===== config.mk =====
export PLATFORM = sky130hd
export DESIGN_NAME = xorshift_mix_gen_flat
export DESIGN_NICKNAME = d
export VERILOG_FILES = /design/src/rtl/xorshift_mix_pkg.sv /design/src/rtl/xorshift_mix_if.sv /design/src/rtl/xorshift_mix_step.sv /design/src/rtl/xorshift_mix_gen.sv /design/src/flat_wrapper.sv
export SDC_FILE = /design/constraint.sdc
export NUM_CORES = 1
export LEC_CHECK = 0
export CORE_ASPECT_RATIO = 0.7
export CORE_MARGIN = 3
export CORE_UTILIZATION = 45
export CTS_CLUSTER_SIZE = 24
export DETAILED_ROUTE_END_ITERATION = 8
export PLACE_DENSITY = 0.77
export SLEW_MARGIN = 20
export SYNTH_ARGS = -nofsm -noshare
export SYNTH_HDL_FRONTEND = slang
export SYNTH_SLANG_ARGS = --single-unit

===== constraint.sdc =====
create_clock -name clk -period 2.55 [get_ports clk]
set_clock_uncertainty 0.2 [all_clocks]
set_input_delay 0.6375 -clock clk [delete_from_list [all_inputs] [get_ports clk]]
set_output_delay 0.6375 -clock clk [all_outputs]
set_load 0.02 [all_outputs]

===== src/rtl/xorshift_mix_pkg.sv =====
// Shared types and helpers for the xorshift mix generator.
// FSM encoding, fold-index helper and default output tap set.
package xorshift_mix_pkg;

  typedef enum logic [1:0] {
    IDLE = 2'd0,
    RUN  = 2'd1,
    DONE = 2'd2
  } fsm_t;

  localparam int SEL_W_DEF = 5;

  localparam logic [4*SEL_W_DEF-1:0] OUT_SEL_DEF = {
    5'd15, 5'd9, 5'd5, 5'd3
  };

  function automatic int fold_idx(
    input int i,
    input int ofs,
    input int fold
  );
    return (i + ofs) % fold;
  endfunction

endpackage


===== src/rtl/xorshift_mix_if.sv =====
// Seed-load and run-request handshake bundle.
// Master offers seeds and run requests; slave is the generator.
interface xorshift_mix_if #(
  parameter int WIDTH = 32,
  parameter int CNT_W = 16
);

  logic             seed_valid;
  logic             seed_ready;
  logic [WIDTH-1:0] seed_data;
  logic             start;
  logic [CNT_W-1:0] run_len;

  modport master (
    output seed_valid,
    output seed_data,
    output start,
    output run_len,
    input  seed_ready
  );

  modport slave (
    input  seed_valid,
    input  seed_data,
    input  start,
    input  run_len,
    output seed_ready
  );

endinterface


===== src/rtl/xorshift_mix_step.sv =====
// Combinational next-state function of the mix register.
// Low lanes load serial inputs; the rest XOR four fixed taps.
module xorshift_mix_step
  import xorshift_mix_pkg::*;
#(
  parameter int WIDTH    = 32,
  parameter int N_IN     = 2,
  parameter int TAP_A    = 3,
  parameter int TAP_B    = 30,
  parameter int TAP_C    = 2,
  parameter int FOLD_OFS = 4,
  parameter int FOLD     = 16
) (
  input  logic [WIDTH-1:0] s,
  input  logic [N_IN-1:0]  in_bits,
  output logic [WIDTH-1:0] nxt
);

  for (genvar i = 0; i < WIDTH; i++) begin : g_bit
    if (i < N_IN) begin : g_in
      assign nxt[i] = in_bits[i];
    end else begin : g_mix
      localparam int IA = (i + TAP_A) % WIDTH;
      localparam int IB = (i + TAP_B) % WIDTH;
      localparam int IC = (i + TAP_C) % WIDTH;
      localparam int IF = fold_idx(i, FOLD_OFS, FOLD);
      assign nxt[i] = s[IA] ^ s[IB] ^ s[IF] ^ s[IC];
    end
  end

endmodule


===== src/rtl/xorshift_mix_gen.sv =====
// XOR-feedback mix register with seed load, bounded runs, done pulse.
// Optional signature register: define XORSHIFT_MIX_SIGNATURE_EN.
module xorshift_mix_gen
  import xorshift_mix_pkg::*;
#(
  parameter int WIDTH    = 32,
  parameter int N_IN     = 2,
  parameter int TAP_A    = 3,
  parameter int TAP_B    = 30,
  parameter int TAP_C    = 2,
  parameter int FOLD_OFS = 4,
  parameter int FOLD     = 16,
  parameter int N_OUT    = 4,
  parameter logic [N_OUT*$clog2(WIDTH)-1:0] OUT_SEL = OUT_SEL_DEF,
  parameter int CNT_W    = 16,
  parameter logic [WIDTH-1:0] RESET_VAL = '0
) (
  input  logic             clk,
  input  logic             rst_n,
  input  logic             cen,
  input  logic             clr,
  xorshift_mix_if.slave    ctl,
  input  logic [N_IN-1:0]  in_bits,
  output logic [N_OUT-1:0] out_bits,
  output logic [WIDTH-1:0] state_q,
  output logic             busy,
  output logic             done
`ifdef XORSHIFT_MIX_SIGNATURE_EN
  ,
  output logic [WIDTH-1:0] sig_q
`endif
);

  localparam int SEL_W = $clog2(WIDTH);

  fsm_t             st;
  fsm_t             st_nxt;
  logic [WIDTH-1:0] state;
  logic [WIDTH-1:0] state_d;
  logic [WIDTH-1:0] nxt;
  logic [CNT_W-1:0] cnt;
  logic [CNT_W-1:0] cnt_nxt;
  logic             step;

  xorshift_mix_step #(
    .WIDTH   (WIDTH),
    .N_IN    (N_IN),
    .TAP_A   (TAP_A),
    .TAP_B   (TAP_B),
    .TAP_C   (TAP_C),
    .FOLD_OFS(FOLD_OFS),
    .FOLD    (FOLD)
  ) u_step (
    .s      (state),
    .in_bits(in_bits),
    .nxt    (nxt)
  );

  always_ff @(posedge clk or negedge rst_n) begin
    if (!rst_n) begin
      st    <= IDLE;
      state <= RESET_VAL;
      cnt   <= '0;
    end else begin
      st    <= st_nxt;
      state <= state_d;
      cnt   <= cnt_nxt;
    end
  end

  always_comb begin
    st_nxt  = st;
    state_d = state;
    cnt_nxt = cnt;
    step    = 1'b0;
    unique case (st)
      IDLE: begin
        if (ctl.seed_valid) begin
          state_d = ctl.seed_data;
        end
        if (ctl.start) begin
          if (ctl.run_len != '0) begin
            cnt_nxt = ctl.run_len;
            st_nxt  = RUN;
          end else begin
            st_nxt  = DONE;
          end
        end
      end
      RUN: begin
        if (cen) begin
          step    = 1'b1;
          state_d = nxt;
          cnt_nxt = cnt - CNT_W'(1);
          if (cnt == CNT_W'(1)) begin
            st_nxt = DONE;
          end
        end
      end
      DONE: begin
        st_nxt = IDLE;
      end
      default: begin
        st_nxt = IDLE;
      end
    endcase
    // clear wins over everything, including a step in flight
    if (clr) begin
      st_nxt  = IDLE;
      state_d = RESET_VAL;
      cnt_nxt = '0;
      step    = 1'b0;
    end
  end

  assign ctl.seed_ready = (st == IDLE);
  assign busy           = (st == RUN);
  assign done           = (st == DONE);
  assign state_q        = state;

  for (genvar k = 0; k < N_OUT; k++) begin : g_out
    localparam int IDX = int'(OUT_SEL[k*SEL_W +: SEL_W]);
    assign out_bits[k] = state[IDX];
  end

`ifdef XORSHIFT_MIX_SIGNATURE_EN
  logic [WIDTH-1:0] sig;

  always_ff @(posedge clk or negedge rst_n) begin
    if (!rst_n) begin
      sig <= '0;
    end else if (clr) begin
      sig <= '0;
    end else if (step) begin
      sig <= {sig[WIDTH-2:0], sig[WIDTH-1]} ^ nxt;
    end
  end

  assign sig_q = sig;
`endif

endmodule


===== src/flat_wrapper.sv =====
// flat-port wrapper written by rule: the top's interface ports become plain ports
module xorshift_mix_gen_flat import xorshift_mix_pkg::*;
#(
  parameter int WIDTH    = 32,
  parameter int N_IN     = 2,
  parameter int TAP_A    = 3,
  parameter int TAP_B    = 30,
  parameter int TAP_C    = 2,
  parameter int FOLD_OFS = 4,
  parameter int FOLD     = 16,
  parameter int N_OUT    = 4,
  parameter logic [N_OUT*$clog2(WIDTH)-1:0] OUT_SEL = OUT_SEL_DEF,
  parameter int CNT_W    = 16,
  parameter logic [WIDTH-1:0] RESET_VAL = '0
)
  (clk, rst_n, cen, clr, in_bits, out_bits, state_q, busy, done, ctl_seed_valid, ctl_seed_data, ctl_start, ctl_run_len, ctl_seed_ready);
  xorshift_mix_if #(.WIDTH(WIDTH), .CNT_W(CNT_W)) ctl_i ();
  input  logic clk;
  input  logic rst_n;
  input  logic cen;
  input  logic clr;
  input  logic [N_IN-1:0] in_bits;
  output logic [N_OUT-1:0] out_bits;
  output logic [WIDTH-1:0] state_q;
  output logic busy;
  output logic done;
  input wire logic [$bits(ctl_i.seed_valid)-1:0] ctl_seed_valid;
  input wire logic [$bits(ctl_i.seed_data)-1:0] ctl_seed_data;
  input wire logic [$bits(ctl_i.start)-1:0] ctl_start;
  input wire logic [$bits(ctl_i.run_len)-1:0] ctl_run_len;
  output wire logic [$bits(ctl_i.seed_ready)-1:0] ctl_seed_ready;
  assign ctl_i.seed_valid = ctl_seed_valid;
  assign ctl_i.seed_data = ctl_seed_data;
  assign ctl_i.start = ctl_start;
  assign ctl_i.run_len = ctl_run_len;
  assign ctl_seed_ready = ctl_i.seed_ready;
  xorshift_mix_gen #(.WIDTH(WIDTH), .N_IN(N_IN), .TAP_A(TAP_A), .TAP_B(TAP_B), .TAP_C(TAP_C), .FOLD_OFS(FOLD_OFS), .FOLD(FOLD), .N_OUT(N_OUT), .OUT_SEL(OUT_SEL), .CNT_W(CNT_W), .RESET_VAL(RESET_VAL)) u_core (.clk(clk), .rst_n(rst_n), .cen(cen), .clr(clr), .ctl(ctl_i), .in_bits(in_bits), .out_bits(out_bits), .state_q(state_q), .busy(busy), .done(done));
endmodule

==> results of run 1 <==
timing repair:
item,in CTS,in global routing
resized for setup,0,1
endpoints found under the setup margin,0,1
buffers inserted,0,0
hold endpoints to repair,0,0
per-stage QoR:
| stage | worst slack [ps] | utilization (%) | hold slack, ps | area, sq um |
|---|---|---|---|---|
| detailed placement | -90.9 | 60.1 | 339 | 4770 |
| finish | 120 | 62.0 | 106 | 4920 |
| floorplan | 505 | - | 142 | 3700 |
| CTS | 50.7 | 62.0 | 115 | 4920 |
| global route | 54.6 | 62.0 | 127 | 4920 |
| global placement | -86.3 | 60.1 | 318 | 4770 |
Yosys cell counts, types with 3 or more instances:
master,number,share of area (%)
sky130_fd_sc_hd__a221o_1,5,1.4
sky130_fd_sc_hd__nand4_1,5,0.84
sky130_fd_sc_hd__inv_1,8,0.81
sky130_fd_sc_hd__xnor2_1,66,16
sky130_fd_sc_hd__nand4b_1,3,0.71
sky130_fd_sc_hd__a211o_1,3,0.71
sky130_fd_sc_hd__nor3b_1,3,0.61
sky130_fd_sc_hd__and3_1,5,0.84
sky130_fd_sc_hd__a22o_1,35,8.3
sky130_fd_sc_hd__nor4_1,7,1.2
sky130_fd_sc_hd__xor2_1,18,4.3
sky130_fd_sc_hd__buf_4,5,1.0
sky130_fd_sc_hd__buf_2,12,1.6
sky130_fd_sc_hd__nand2_1,48,4.9
sky130_fd_sc_hd__nor2_1,8,0.81
sky130_fd_sc_hd__dfrtp_1,50,34
sky130_fd_sc_hd__a21oi_1,11,1.5
sky130_fd_sc_hd__clkbuf_1,26,2.6
sky130_fd_sc_hd__nand3_1,5,0.68
sky130_fd_sc_hd__a211oi_1,3,0.61
sky130_fd_sc_hd__o31ai_1,6,1.2
sky130_fd_sc_hd__o21ai_0,31,4.2
cell type report:
cell class / count / area [sq um] / share of cell area, %
Clock buffer: 6 / 139 / 2.82
Clock inverter: 2 / 12.5 / 0.254
Inverter: 8 / 30.0 / 0.610
Multi-Input combinational cell: 311 / 2230 / 45.3
Sequential cell: 50 / 1250 / 25.4
Tap cell: 101 / 126 / 2.57
Timing Repair Buffer: 117 / 1130 / 23.0
power breakdown:
group / switching, W / internal, W / total, W
Clock: 0.000293 / 0.000389 / 0.000682
Sequential: 0.000313 / 0.000926 / 0.00124
Combinational: 0.000892 / 0.000948 / 0.00184
state kept, by name, indices dropped and copies added, names as in the netlist:
signal and flops:
u_core.cnt 16, u_core.st 2, u_core.state_q 32
worst min-delay path by stage:
stage	from	endpoint	slack, ps	depth (start not counted)
floorplan	rst_n	u_core.cnt[0]	140	0
global placement	u_core.cnt[1]	u_core.cnt[1]	320	1
detailed placement	u_core.cnt[15]	u_core.cnt[15]	340	1
CTS	rst_n	u_core.state_q[12]	120	1
global route	rst_n	u_core.state_q[12]	130	1
finish	rst_n	u_core.state_q[12]	110	1
layer usage:
metal	global-route usage, %	vias to the layer above	share of wire [%]
li1	-	1620	-
met1	35.3	1749	47
met2	34.3	152	46
met3	3.17	6	7.0
met4	5.69	0	0.56
met5	0	-	0
cells by family (layout without fill, tap and decap cells):
| logic type | count (synthesis) | after routing | synth area share, % |
|---|---|---|---|
| adders and majority gates | 2 | 2 | 0.676 |
| AOI/OAI and AO/OA | 114 | 114 | 22.4 |
| buffers and inverters | 51 | 133 | 6.08 |
| muxes | 5 | 5 | 1.45 |
| xor gates and xnor gates | 84 | 84 | 19.9 |
| and+or+nand+nor | 106 | 106 | 15.7 |
| DFF | 50 | 50 | 33.8 |
critical path, delay by kind of cell (launching register included):
family / cells / cell delay, ps
DFF: 1 / 440
buffers and inverters: 2 / 670
and+or+nand+nor: 1 / 210
==> summary.md, run 1 <==
| Metric | Value |
|---|---|
| Leak | `2.08 nW` |
| Number of vias per cell | `5.93` |
| Fillers | `713` |
| Maximum number of buffers from clock root to sink | `2` |
| Critical path start-end classification | `reg2out` |
| Count of nets after finishing | `551` |
| Endpoint of the lowest-slack register-to-register path | `u_core.st[1]` |
| Fraction of final layout cells sized beyond drive strength 1 | `9.31%` |
| Leading cell type in the layout, fill and taps excluded | `sky130_fd_sc_hd__clkdlybuf4s50_1` |
| Cell total after placement | `587` |
| Post-synthesis cell type count | `58` |
| Number of buffers added on ports | `94` |
| Seq/Total Area, Yosys | `33.8%` |
| Number of enable flip-flop cells after synthesis | `0` |
| Ports | `95` |
| Core Area | `0.00794 sq mm` |
| Reg-to-reg critical path startpoint | `u_core.cnt[9]` |
| Max stage delay cell, worst path | `sky130_fd_sc_hd__clkdlybuf4s50_1` |
| Synthesis warning total | `0` |
| Setup repair after global routing missed its margin | `no` |
| Max transition margin | `44.6%` |
| Total Wirelength | `11,000 um` |
| Number of buffers created by CTS | `5` |
| Diodes inserted | `0` |
| Pin count of the biggest net entering global routing | `81` |
| Signed area change from the synthesized netlist to the final layout | `33.0%` |
| Global-route wire length before repair | `17,100 um` |
| Total congestion overflow | `0` |
| Nature of the critical path startpoint | `flop` |
| Post-route antenna net violation count | `0` |
| Total iterations of the first detailed-routing run | `5` |
| CTS tree | `done` |
| 1st-iter DRT viols | `332` |
| Origin of the worst setup path | `u_core.st[1]` |
| Main synth FF type | `sky130_fd_sc_hd__dfrtp_1` |
| Final-report max-slew violation count | `0` |
| Run status | `completed` |
| Final Non-Filler Cells | `595` |
| CTS Hold Buffers Added | `0` |
| Pwr Total | `0.00376 W` |
| Synthesized area divided by synthesized cell count | `8.99 sq um` |
| Critical-path maximum fanout | `5` |
| Clock H-tree levels | `2` |
| Reg clk slew, reported paths | `70 ps` |
| Max Clk Rate | `412 MHz` |
| Synthesized cell area | `0.00370 sq mm` |
| Number of nets in the synthesized netlist | `470` |
| Number of antenna violations at the first check in global routing | `0` |
| Final RePlAce weighted congestion | `0.943` |
| Final HPWL from detailed placement | `8070 um` |
| Chain of cells forming the critical path | `nand2b_2, inv_1, clkdlybuf4s50_1` |
| Commonest non-fill, non-tap cells in the layout | `sky130_fd_sc_hd__clkdlybuf4s50_1, sky130_fd_sc_hd__xnor2_1, sky130_fd_sc_hd__dfrtp_1, sky130_fd_sc_hd__nand2_1, sky130_fd_sc_hd__a22o_1` |
| Type of the tightest min-delay check | `in2async` |
| Signal arrival time at the worst endpoint | `1590 ps` |
| Type of destination of the critical path | `output pin` |
| Starting utilization of the core area | `46.6%` |
| Site Rows | `27` |
| Height of the die | `81.9 um` |
| Maxcap violations | `0` |
| Clock net sink count | `50` |
| Die area | `0.00937 sq mm` |
| Pin slew with the least headroom to its limit | `829 ps` |
| Final hold violation count | `0` |
| Number of global-route vias before repair | `3,265` |
| Flip-flop and latch count after synthesis | `50` |
| Worst setup path end | `busy` |
| Min cycle time layout | `2430 ps` |
| Number of standard cells after synthesis | `412` |
| Peak supply drop | `443 uV` |
| Final worst-path cycle share | `95.3%` |
| Overall fraction of global-route tracks in use | `23.1%` |
| Die Width | `114 um` |
| Worst R2R Setup Slack | `390 ps` |
| Via count | `3,527` |
| Routed wirelength normalized by instance count | `18.5 um` |
| Buffer type at the clock tree root | `sky130_fd_sc_hd__clkbuf_16` |
| Remaining routing DRC violations | `0` |
| Post-Route Setup TNS | `0 ps` |
| Highest cell delay on the worst timing path | `600 ps` |
| Total of endpoints with negative setup slack in the final report | `0` |
| Worst Reg-to-Reg Cells | `4` |
| Synth async-reset ratio | `100%` |
| Power Density | `764 mW/mm^2` |
| Required time at the endpoint of the critical path | `1710 ps` |
| Clock latency on the worst-skew pair | `280 ps` |
Power figures use the tool's default switching activity.
==> run 2, diff against run 1 <==
--- a/config.mk
+++ b/config.mk
@@ -11,6 +11,7 @@
 export CTS_CLUSTER_SIZE = 24
 export DETAILED_ROUTE_END_ITERATION = 8
 export PLACE_DENSITY = 0.77
+export RECOVER_POWER = 100
 export SLEW_MARGIN = 20
 export SYNTH_ARGS = -nofsm -noshare
 export SYNTH_HDL_FRONTEND = slang
==> run 2 against run 1 <==
- count of clock-buffer cells in the layout unchanged
- fmax down 0.95%
- global-route usage did not move
- first-iteration DRC count up 0.30%
- sequential share of layout area is 0.23 points higher
- clock power barely moved
- critical path depth fell by 1
- utilization shrank 0.57 points
==> summary.md, run 2 (synthesis gave the netlist of run 1 again) <==
| Metric | Value |
|---|---|
| Peak supply drop | `430 uV (-2.9%)` |
| Signed area change from the synthesized netlist to the final layout | `31.8%` |
| Chain of cells forming the critical path | `nor2_1, dlygate4sd3_1` |
| Number of global-route vias before repair | `3,265 (unchanged)` |
| Setup repair after global routing missed its margin | `no` |
| Height of the die | `81.9 um (unchanged)` |
| Routed wirelength normalized by instance count | `18.4 um (-0.15%)` |
| Number of antenna violations at the first check in global routing | `0 (unchanged)` |
| Type of destination of the critical path | `output pin` |
| Remaining routing DRC violations | `0 (unchanged)` |
| Max transition margin | `27.2% (-17 points)` |
| Clock H-tree levels | `2 (unchanged)` |
| Max Clk Rate | `408 MHz (-0.95%)` |
| Commonest non-fill, non-tap cells in the layout | `sky130_fd_sc_hd__xnor2_1, sky130_fd_sc_hd__clkdlybuf4s50_1, sky130_fd_sc_hd__dfrtp_1, sky130_fd_sc_hd__nand2_1, sky130_fd_sc_hd__dlygate4sd3_1` |
| Power Density | `759 mW/mm^2 (-0.60%)` |
| Number of buffers inserted by post-CTS setup repair | `0 (unchanged)` |
| Count of nets after finishing | `551 (unchanged)` |
| Total iterations of the first detailed-routing run | `5 (unchanged)` |
| Diodes inserted | `0 (unchanged)` |
| Final RePlAce weighted congestion | `0.943 (unchanged)` |
| Number of vias per cell | `5.92 (-0.14%)` |
| Run status | `completed` |
| Reg clk slew, reported paths | `70 ps (about the same)` |
| Pre-CTS WS | `-90.9 ps (unchanged)` |
| Required time at the endpoint of the critical path | `1710 ps (about the same)` |
| Total Wirelength | `11,000 um (-0.15%)` |
| Maxcap violations | `0 (unchanged)` |
| Overall fraction of global-route tracks in use | `23.1% (unchanged)` |
| Pin count of the biggest net entering global routing | `81 (unchanged)` |
| Die Width | `114 um (unchanged)` |
| Signal arrival time at the worst endpoint | `1620 ps (+30 ps)` |
| Number of flip-flops under the largest register name | `32 (unchanged)` |
| Critical-path maximum fanout | `13 (+8)` |
| Critical path start-end classification | `reg2out` |
| Pin slew with the least headroom to its limit | `1090 ps (+264 ps)` |
| Leading cell type in the layout, fill and taps excluded | `sky130_fd_sc_hd__xnor2_1` |
| Total congestion overflow | `0 (unchanged)` |
| Final worst-path cycle share | `96.2% (+0.92 points)` |
| Via count | `3,522 (-0.14%)` |
| Site Rows | `27 (unchanged)` |
| Clock latency on the worst-skew pair | `290 ps (about the same)` |
| Die area | `0.00937 sq mm (unchanged)` |
| Total of endpoints with negative setup slack in the final report | `0 (unchanged)` |
| Clock net sink count | `50 (unchanged)` |
| Type of the tightest min-delay check | `in2async` |
| Final-report max-slew violation count | `0 (unchanged)` |
| Nature of the critical path startpoint | `flop` |
| End-of-flow core utilization | `61.5% (-0.57 points)` |
| Number of buffers added on ports | `94 (unchanged)` |
| Min cycle time layout | `2450 ps (+23.4 ps)` |
| Final hold violation count | `0 (unchanged)` |
| Maximum number of buffers from clock root to sink | `2 (unchanged)` |
| Buffer type at the clock tree root | `sky130_fd_sc_hd__clkbuf_16` |
| Final Worst Setup Slack | `96.8 ps (-23.4 ps)` |
| Highest cell delay on the worst timing path | `690 ps (+90 ps)` |
| Max stage delay cell, worst path | `sky130_fd_sc_hd__dlygate4sd3_1` |
| Fraction of final layout cells sized beyond drive strength 1 | `7.89% (-1.4 points)` |
| Final HPWL from detailed placement | `8070 um (unchanged)` |
| Ports | `95 (unchanged)` |
| CTS tree | `done` |
| Leak | `2.13 nW (+2.3%)` |
| Starting utilization of the core area | `46.6% (unchanged)` |
| Global-route wire length before repair | `17,100 um (unchanged)` |
| Core Area | `0.00794 sq mm (unchanged)` |
| Post-route antenna net violation count | `0 (unchanged)` |
| Fillers | `721 (+1.1%)` |
| Number of buffers created by CTS | `5 (unchanged)` |
| 1st-iter DRT viols | `333 (+0.30%)` |
run 2: changes by cell type in the layout (fill, tap and decap cells not counted), sizes merged:
cell / delta
clkdlybuf4s50: -37
dlygate4sd3: +37
buf: -8
clkbuf: +8
run 2: worst paths after layout:
check                               from                 end  slack, ps  cells past startpoint
setup / recovery            u_core.st[0]      ctl_seed_ready        100                      2
hold reg to reg            u_core.cnt[1]       u_core.cnt[1]        360                      1
max in group asynchronous          rst_n       u_core.cnt[2]        600                      2
setup reg to reg           u_core.cnt[9]        u_core.st[1]        420                      4
min in group clk           u_core.cnt[1]       u_core.cnt[1]        360                      1
hold / removal                     rst_n  u_core.state_q[12]        330                      1
run 2: worst max-delay path, delay by kind of cell, from the launching register on:
| family | cells | cell delay [ps] |
|---|---|---|
| simple gates | 1 | 150 |
| flops | 1 | 500 |
| buf+inv | 1 | 690 |
run 2: layer usage:
layer	GRT usage (%)	up-vias	share of wire, %
met1	35.3	1736	46
li1	-	1625	-
met5	0	-	0
met3	3.17	8	6.8
met2	34.3	153	46
met4	5.69	0	0.76
run 2: what timing repair did:
item / CTS / global route
gates resized for setup: 0 / 1
hold buffers: 0 / 0
setup endpoints to repair: 0 / 1
run 2: area by class of cell:
type | count | area [sq um] | area share, %
clock buffer | 6 | 139 | 2.85
inverter | 8 | 30.0 | 0.615
tap | 101 | 126 | 2.59
clock inverter | 2 | 12.5 | 0.256
timing repair buffer | 117 | 1100 | 22.5
multi-input combinational | 311 | 2220 | 45.6
sequential | 50 | 1250 | 25.7
run 2: power breakdown:
group          total [W]  switching, W  leakage, nW  internal [W]
logic            0.00179      0.000889         1.40      0.000900
registers        0.00124      0.000310        0.656      0.000926
clock network   0.000680      0.000291       0.0729      0.000389
total            0.00370       0.00149         2.13       0.00222
run 2: through the flow:
stage	instances	hold WS (ps)	TNS [ps]	instance area, sq um	power (W)
after floorplan	412	142	0	3700	0.00246
after global placement	587	318	-397	4770	0.00301
after detailed placement	587	339	-341	4770	0.00307
after CTS	595	115	0	4920	0.00376
after global routing	595	364	0	4880	0.00393
final	595	329	0	4880	0.00370
